$ cat src/rtl/riscv_pkg.sv
// riscv_pkg: shared RV64 pipeline widths, opcodes, ALUOp encodings and control bundle
package riscv_pkg;
  localparam int XLEN = 64;
  localparam int RA_W = 5;
  localparam logic [6:0] OPC_RTYPE  = 7'b0110011;
  localparam logic [6:0] OPC_LOAD   = 7'b0000011;
  localparam logic [6:0] OPC_STORE  = 7'b0100011;
  localparam logic [6:0] OPC_OPIMM  = 7'b0010011;
  localparam logic [6:0] OPC_BRANCH = 7'b1100011;
  localparam logic [1:0] ALUOP_ADD   = 2'b00;
  localparam logic [1:0] ALUOP_BCMP  = 2'b01;
  localparam logic [1:0] ALUOP_FUNCT = 2'b10;
  typedef struct packed {
    logic [1:0] alu_op;
    logic       branch;
    logic       mem_read;
    logic       mem_to_reg;
    logic       mem_write;
    logic       alu_src;
    logic       reg_write;
  } ctrl_t;
  localparam ctrl_t CTRL_BUBBLE = '0;
endpackage

$ cat src/rtl/id_ex_stage_reg_if.sv
// id_ex_stage_reg_if: decode-side inputs, EX-side registered outputs and stall of the ID/EX register
interface id_ex_stage_reg_if;
  import riscv_pkg::*;
  logic            id_branch, id_mem_read, id_mem_to_reg, id_mem_write, id_alu_src, id_reg_write;
  logic [1:0]      id_alu_op;
  logic [XLEN-1:0] id_pc, id_rd1, id_rd2, id_imm;
  logic [RA_W-1:0] id_rs1, id_rs2, id_rd;
  logic [3:0]      id_funct;
  logic            flush;
  logic            ex_branch, ex_mem_read, ex_mem_to_reg, ex_mem_write, ex_alu_src, ex_reg_write;
  logic [1:0]      ex_alu_op;
  logic [XLEN-1:0] ex_pc, ex_rd1, ex_rd2, ex_imm;
  logic [RA_W-1:0] ex_rs1, ex_rs2, ex_rd;
  logic [3:0]      ex_funct;
  logic            ex_valid;
  logic            stall;
  modport master (
    output id_branch, id_mem_read, id_mem_to_reg, id_mem_write, id_alu_src, id_reg_write,
           id_alu_op, id_pc, id_rd1, id_rd2, id_imm, id_rs1, id_rs2, id_rd, id_funct, flush,
    input  ex_branch, ex_mem_read, ex_mem_to_reg, ex_mem_write, ex_alu_src, ex_reg_write,
           ex_alu_op, ex_pc, ex_rd1, ex_rd2, ex_imm, ex_rs1, ex_rs2, ex_rd, ex_funct, ex_valid, stall
  );
  modport slave (
    input  id_branch, id_mem_read, id_mem_to_reg, id_mem_write, id_alu_src, id_reg_write,
           id_alu_op, id_pc, id_rd1, id_rd2, id_imm, id_rs1, id_rs2, id_rd, id_funct, flush,
    output ex_branch, ex_mem_read, ex_mem_to_reg, ex_mem_write, ex_alu_src, ex_reg_write,
           ex_alu_op, ex_pc, ex_rd1, ex_rd2, ex_imm, ex_rs1, ex_rs2, ex_rd, ex_funct, ex_valid, stall
  );
endinterface

$ cat src/rtl/id_ex_stage_reg_load_use_detect.sv
// load_use_detect: flags a decode-stage read of the register a load in EX is still fetching
module load_use_detect
  import riscv_pkg::*;
(
  input  logic            ex_mem_read_i,
  input  logic            ex_valid_i,
  input  logic [RA_W-1:0] ex_rd_i,
  input  logic [RA_W-1:0] id_rs1_i,
  input  logic [RA_W-1:0] id_rs2_i,
  output logic            stall_o
);
  // rs2 is compared even for opcodes that ignore it; the extra stall is harmless
  assign stall_o = ex_mem_read_i & ex_valid_i & (ex_rd_i != '0) &
                   ((ex_rd_i == id_rs1_i) | (ex_rd_i == id_rs2_i));
endmodule

$ cat src/rtl/id_ex_stage_reg.sv
// id_ex_stage_reg: ID/EX pipeline register with flush and bubble insertion
// Load-use stall detection is built only when HAZARD_DETECT_EN is defined; otherwise stall is 0.
module id_ex_stage_reg
  import riscv_pkg::*;
(
  input logic         clk,
  input logic         reset,
  id_ex_stage_reg_if.slave bus
);
  ctrl_t           ctrl_q, ctrl_d, ctrl_in;
  logic            valid_q, valid_d, bubble, stall;
  logic [XLEN-1:0] pc_q, rd1_q, rd2_q, imm_q;
  logic [RA_W-1:0] rs1_q, rs2_q, rd_q;
  logic [3:0]      funct_q;
`ifdef HAZARD_DETECT_EN
  load_use_detect u_lud (
    .ex_mem_read_i(ctrl_q.mem_read),
    .ex_valid_i   (valid_q),
    .ex_rd_i      (rd_q),
    .id_rs1_i     (bus.id_rs1),
    .id_rs2_i     (bus.id_rs2),
    .stall_o      (stall)
  );
`else
  assign stall = 1'b0;
`endif
  always_comb begin
    ctrl_in = '{alu_op: bus.id_alu_op, branch: bus.id_branch, mem_read: bus.id_mem_read,
                mem_to_reg: bus.id_mem_to_reg, mem_write: bus.id_mem_write,
                alu_src: bus.id_alu_src, reg_write: bus.id_reg_write};
    bubble  = bus.flush | stall;
    ctrl_d  = bubble ? CTRL_BUBBLE : ctrl_in;
    valid_d = ~bubble;
  end
  // data fields load every cycle; a bubble's zero control makes them inert
  always_ff @(posedge clk) begin
    if (reset) begin
      ctrl_q  <= CTRL_BUBBLE;
      valid_q <= 1'b0;
      pc_q    <= '0;
      rd1_q   <= '0;
      rd2_q   <= '0;
      imm_q   <= '0;
      rs1_q   <= '0;
      rs2_q   <= '0;
      rd_q    <= '0;
      funct_q <= '0;
    end else begin
      ctrl_q  <= ctrl_d;
      valid_q <= valid_d;
      pc_q    <= bus.id_pc;
      rd1_q   <= bus.id_rd1;
      rd2_q   <= bus.id_rd2;
      imm_q   <= bus.id_imm;
      rs1_q   <= bus.id_rs1;
      rs2_q   <= bus.id_rs2;
      rd_q    <= bus.id_rd;
      funct_q <= bus.id_funct;
    end
  end
  assign bus.ex_alu_op     = ctrl_q.alu_op;
  assign bus.ex_branch     = ctrl_q.branch;
  assign bus.ex_mem_read   = ctrl_q.mem_read;
  assign bus.ex_mem_to_reg = ctrl_q.mem_to_reg;
  assign bus.ex_mem_write  = ctrl_q.mem_write;
  assign bus.ex_alu_src    = ctrl_q.alu_src;
  assign bus.ex_reg_write  = ctrl_q.reg_write;
  assign bus.ex_pc         = pc_q;
  assign bus.ex_rd1        = rd1_q;
  assign bus.ex_rd2        = rd2_q;
  assign bus.ex_imm        = imm_q;
  assign bus.ex_rs1        = rs1_q;
  assign bus.ex_rs2        = rs2_q;
  assign bus.ex_rd         = rd_q;
  assign bus.ex_funct      = funct_q;
  assign bus.ex_valid      = valid_q;
  assign bus.stall         = stall;
endmodule

$ cat src/flat_wrapper.sv
// flat-port wrapper written by rule: the top's interface ports become plain ports
module id_ex_stage_reg_flat import riscv_pkg::*;
  (clk, reset, bus_id_branch, bus_id_mem_read, bus_id_mem_to_reg, bus_id_mem_write, bus_id_alu_src, bus_id_reg_write, bus_id_alu_op, bus_id_pc, bus_id_rd1, bus_id_rd2, bus_id_imm, bus_id_rs1, bus_id_rs2, bus_id_rd, bus_id_funct, bus_flush, bus_ex_branch, bus_ex_mem_read, bus_ex_mem_to_reg, bus_ex_mem_write, bus_ex_alu_src, bus_ex_reg_write, bus_ex_alu_op, bus_ex_pc, bus_ex_rd1, bus_ex_rd2, bus_ex_imm, bus_ex_rs1, bus_ex_rs2, bus_ex_rd, bus_ex_funct, bus_ex_valid, bus_stall);
  id_ex_stage_reg_if bus_i ();
  input logic clk;
  input logic reset;
  input wire logic [$bits(bus_i.id_branch)-1:0] bus_id_branch;
  input wire logic [$bits(bus_i.id_mem_read)-1:0] bus_id_mem_read;
  input wire logic [$bits(bus_i.id_mem_to_reg)-1:0] bus_id_mem_to_reg;
  input wire logic [$bits(bus_i.id_mem_write)-1:0] bus_id_mem_write;
  input wire logic [$bits(bus_i.id_alu_src)-1:0] bus_id_alu_src;
  input wire logic [$bits(bus_i.id_reg_write)-1:0] bus_id_reg_write;
  input wire logic [$bits(bus_i.id_alu_op)-1:0] bus_id_alu_op;
  input wire logic [$bits(bus_i.id_pc)-1:0] bus_id_pc;
  input wire logic [$bits(bus_i.id_rd1)-1:0] bus_id_rd1;
  input wire logic [$bits(bus_i.id_rd2)-1:0] bus_id_rd2;
  input wire logic [$bits(bus_i.id_imm)-1:0] bus_id_imm;
  input wire logic [$bits(bus_i.id_rs1)-1:0] bus_id_rs1;
  input wire logic [$bits(bus_i.id_rs2)-1:0] bus_id_rs2;
  input wire logic [$bits(bus_i.id_rd)-1:0] bus_id_rd;
  input wire logic [$bits(bus_i.id_funct)-1:0] bus_id_funct;
  input wire logic [$bits(bus_i.flush)-1:0] bus_flush;
  output wire logic [$bits(bus_i.ex_branch)-1:0] bus_ex_branch;
  output wire logic [$bits(bus_i.ex_mem_read)-1:0] bus_ex_mem_read;
  output wire logic [$bits(bus_i.ex_mem_to_reg)-1:0] bus_ex_mem_to_reg;
  output wire logic [$bits(bus_i.ex_mem_write)-1:0] bus_ex_mem_write;
  output wire logic [$bits(bus_i.ex_alu_src)-1:0] bus_ex_alu_src;
  output wire logic [$bits(bus_i.ex_reg_write)-1:0] bus_ex_reg_write;
  output wire logic [$bits(bus_i.ex_alu_op)-1:0] bus_ex_alu_op;
  output wire logic [$bits(bus_i.ex_pc)-1:0] bus_ex_pc;
  output wire logic [$bits(bus_i.ex_rd1)-1:0] bus_ex_rd1;
  output wire logic [$bits(bus_i.ex_rd2)-1:0] bus_ex_rd2;
  output wire logic [$bits(bus_i.ex_imm)-1:0] bus_ex_imm;
  output wire logic [$bits(bus_i.ex_rs1)-1:0] bus_ex_rs1;
  output wire logic [$bits(bus_i.ex_rs2)-1:0] bus_ex_rs2;
  output wire logic [$bits(bus_i.ex_rd)-1:0] bus_ex_rd;
  output wire logic [$bits(bus_i.ex_funct)-1:0] bus_ex_funct;
  output wire logic [$bits(bus_i.ex_valid)-1:0] bus_ex_valid;
  output wire logic [$bits(bus_i.stall)-1:0] bus_stall;
  assign bus_i.id_branch = bus_id_branch;
  assign bus_i.id_mem_read = bus_id_mem_read;
  assign bus_i.id_mem_to_reg = bus_id_mem_to_reg;
  assign bus_i.id_mem_write = bus_id_mem_write;
  assign bus_i.id_alu_src = bus_id_alu_src;
  assign bus_i.id_reg_write = bus_id_reg_write;
  assign bus_i.id_alu_op = bus_id_alu_op;
  assign bus_i.id_pc = bus_id_pc;
  assign bus_i.id_rd1 = bus_id_rd1;
  assign bus_i.id_rd2 = bus_id_rd2;
  assign bus_i.id_imm = bus_id_imm;
  assign bus_i.id_rs1 = bus_id_rs1;
  assign bus_i.id_rs2 = bus_id_rs2;
  assign bus_i.id_rd = bus_id_rd;
  assign bus_i.id_funct = bus_id_funct;
  assign bus_i.flush = bus_flush;
  assign bus_ex_branch = bus_i.ex_branch;
  assign bus_ex_mem_read = bus_i.ex_mem_read;
  assign bus_ex_mem_to_reg = bus_i.ex_mem_to_reg;
  assign bus_ex_mem_write = bus_i.ex_mem_write;
  assign bus_ex_alu_src = bus_i.ex_alu_src;
  assign bus_ex_reg_write = bus_i.ex_reg_write;
  assign bus_ex_alu_op = bus_i.ex_alu_op;
  assign bus_ex_pc = bus_i.ex_pc;
  assign bus_ex_rd1 = bus_i.ex_rd1;
  assign bus_ex_rd2 = bus_i.ex_rd2;
  assign bus_ex_imm = bus_i.ex_imm;
  assign bus_ex_rs1 = bus_i.ex_rs1;
  assign bus_ex_rs2 = bus_i.ex_rs2;
  assign bus_ex_rd = bus_i.ex_rd;
  assign bus_ex_funct = bus_i.ex_funct;
  assign bus_ex_valid = bus_i.ex_valid;
  assign bus_stall = bus_i.stall;
  id_ex_stage_reg u_core (.clk(clk), .reset(reset), .bus(bus_i));
endmodule
$ cat config.mk
export PLATFORM = sky130hd
export DESIGN_NAME = id_ex_stage_reg_flat
export DESIGN_NICKNAME = d
export VERILOG_FILES = /design/src/rtl/riscv_pkg.sv /design/src/rtl/id_ex_stage_reg_if.sv /design/src/rtl/id_ex_stage_reg_load_use_detect.sv /design/src/rtl/id_ex_stage_reg.sv /design/src/flat_wrapper.sv
export SDC_FILE = /design/constraint.sdc
export NUM_CORES = 1
export LEC_CHECK = 0
export BUFFER_PORTS_ARGS = -buffer_cell sky130_fd_sc_hd__buf_4
export CORE_AREA = 2 2 225 227
export DETAILED_ROUTE_END_ITERATION = 8
export DIE_AREA = 0 0 227 229
export GPL_ROUTABILITY_DRIVEN = 0
export PLACE_DENSITY = 0.49
export SLEW_MARGIN = 10
export SYNTH_ARGS = -nofsm -noshare
export SYNTH_HDL_FRONTEND = slang
export SYNTH_SLANG_ARGS = --single-unit
$ cat constraint.sdc
create_clock -name clk -period 0.8 [get_ports clk]
set_input_delay 0.04 -clock clk [delete_from_list [all_inputs] [get_ports clk]]
set_output_delay 0.04 -clock clk [all_outputs]
set_load 0.02 [all_outputs]
==> results.cfg <==
[critical_path]
crit_start = u_core.bus.ex_imm[2]
cpPeakStageDelay_ps = 370
crit_chain = buf_6
crit_family = flip-flops
slowest_stage = dfxtp_4
crit_path_end_kind = output port
worstSetupPathType = reg -> out
worst_setup_path_start_kind = register
critPathMaxFanout = 1
worstPathRequired_ps = 760
cp_num_buf_inv = 1
arrival_ps = 1040

[clock_tree]
ctsHtreeMaxLevel = 1
clkSinkCount = 284
cts_tree = built
numCtsBuffers = 30
postCtsSetupRepairBufs = 0
clk_pin_slew_ps = 60
clk_path_buf_depth = 3
cts_root_buf = clkbuf_16

[logic_synthesis]
yosys.area.top_type_share_pct = 74.5
syn_area_um2 = 7640
synth_seq_area_share_pct = 74.5
ys_seq_elements = 284
yosysWarningCount = 0
synthAdderAreaFrac_pct = 0
syn_nets = 888
async_flop_share_pct = 0
yosys.area_share.simple_pct = 23.4
ys_top_cells_by_area = dfxtp_1 74%, nor2b_1 23%, buf_2 1.8%
ys_top_cells_by_count = 284 x dfxtp_1, 275 x nor2b_1, 28 x buf_2
syn_inst = 602
synth_mux_area_share_pct = 0
ys.flop_type = dfxtp_1
synth.distinct_cells = 9
yosysMostFrequentCell = dfxtp_1
synth_compound_gate_area_share_pct = 0
synthXorXnorAreaFrac_pct = 0
syn_avg_cell_area_um2 = 12.7
synth_largest_area_cell = dfxtp_1
synth_edf_count = 0
synth_top_family_by_area = simple AND/OR/NAND/NOR gates

[cells_and_area]
fin_cells = 2183
nets = 1775
drive_gt1_share_pct = 61.0
antenna_cells = 0
syn2layout_area_growth_pct = 138

[timing]
whs_ps = 1.60
min_period_over_period_pct = 135
rsz0062_at_grt = true
max_freq_mhz = 923
hold_viol = 0
tns_ps = -68650
setup_violations = 312
layout_setup_ws_ps = -284
fin_crit_ps = 1080
slew_violations = 0

[outcome]
violations = negative setup slack
status = finished, violations left

[min_path]
min_from = reset
hold_class = in -> reg

[drt]
vias = 7306
drc = 0
final_antenna_net_count = 0
viasPerCell = 3.35
dr.pass1.iters = 4
drt-initial-drc-count = 102
routed_wl_um = 30600
routedWlPerCell_um = 14.0

[global_route]
grt_overflow_total = 0
grt_pass1_wl_um = 44100
grt_pass1_vias = 8195
grt_max_degree = 44
grt_antenna_before_repair = 0
grt_use_total_pct = 10.8

[placed_design]
dp.cells = 1836
place_hpwl_um = 20000
port_buffers = 569
preCtsSetupSlack_ps = -27.8

[power]
power.density_nw_per_um2 = 1910
leakagePower_nw = 8.00
ir_drop_uv = 1470
p_total_w = 0.0346

[die]
dieArea_um2 = 52000
rows = 82
die_w_um = 227
pin_count = 571
coreArea_um2 = 49700
start_util_pct = 15.4
die_h_um = 229

[run]
cap_violations = 0
==> where the power goes <==
part           switching [W]  internal (W)
clock network        0.00559       0.00771
logic                0.00224       0.00364
registers           0.000367        0.0151
total                0.00820        0.0264
==> through the flow <==
step / util (%) / cell area (µm²)
after CTS: 36.4 / 18100
after global routing: 36.6 / 18200
final: 36.6 / 18200
after global placement: 25.9 / 12900
after floorplan: - / 7640
after detailed placement: 25.9 / 12900
==> worst paths after layout <==
| check | to | cells after the start |
|---|---|---|
| hold / removal | u_core.bus.ex_imm[37] | 4 |
| setup / recovery | bus_ex_imm[2] | 1 |
==> layout make-up <==
class	instances	area [µm²]
fillers	4736	31500
repair buffers	888	8550
flip-flops and latches	284	6040
multi-input cells	285	1790
clock buffers	49	913
well taps	672	841
clock inverters	5	25.0
==> routing by layer <==
| metal | GRT usage [%] | vias to the layer above | routed length (µm) |
|---|---|---|---|
| met2 | 20.7 | 348 | 16000 |
| met4 | 4.17 | 0 | 891 |
| met5 | 0 | - | 0 |
| li1 | - | 3585 | - |
| met1 | 10.9 | 3322 | 11000 |
| met3 | 3.13 | 51 | 2730 |
==> layout by cell type, fill, tap and decap left out <==
cell	netlist	layout
clkbuf_16	0	31
nor2b_1	275	275
buf_6	0	284
dfxtp_2	0	283
clkinv_2	0	5
nor2_1	1	1
clkbuf_1	3	11
dlygate4sd3_1	0	293
clkbuf_8	0	8
buf_4	1	304
dfxtp_4	0	1
nor3b_1	8	8
buf_12	0	6
conb_1	1	1
==> kinds of logic after synthesis <==
kind of cell / Yosys count
flops: 284
simple gates: 284
buf+inv: 33
other cells: 1
==> what timing repair did <==
action	4_1_cts	5_1_grt
hold buffers	285	9
endpoints found under the hold margin	284	56
endpoints found under the setup margin	284	560
gates resized for setup	568	1
No activity file was read; power rests on OpenSTA's default activity.
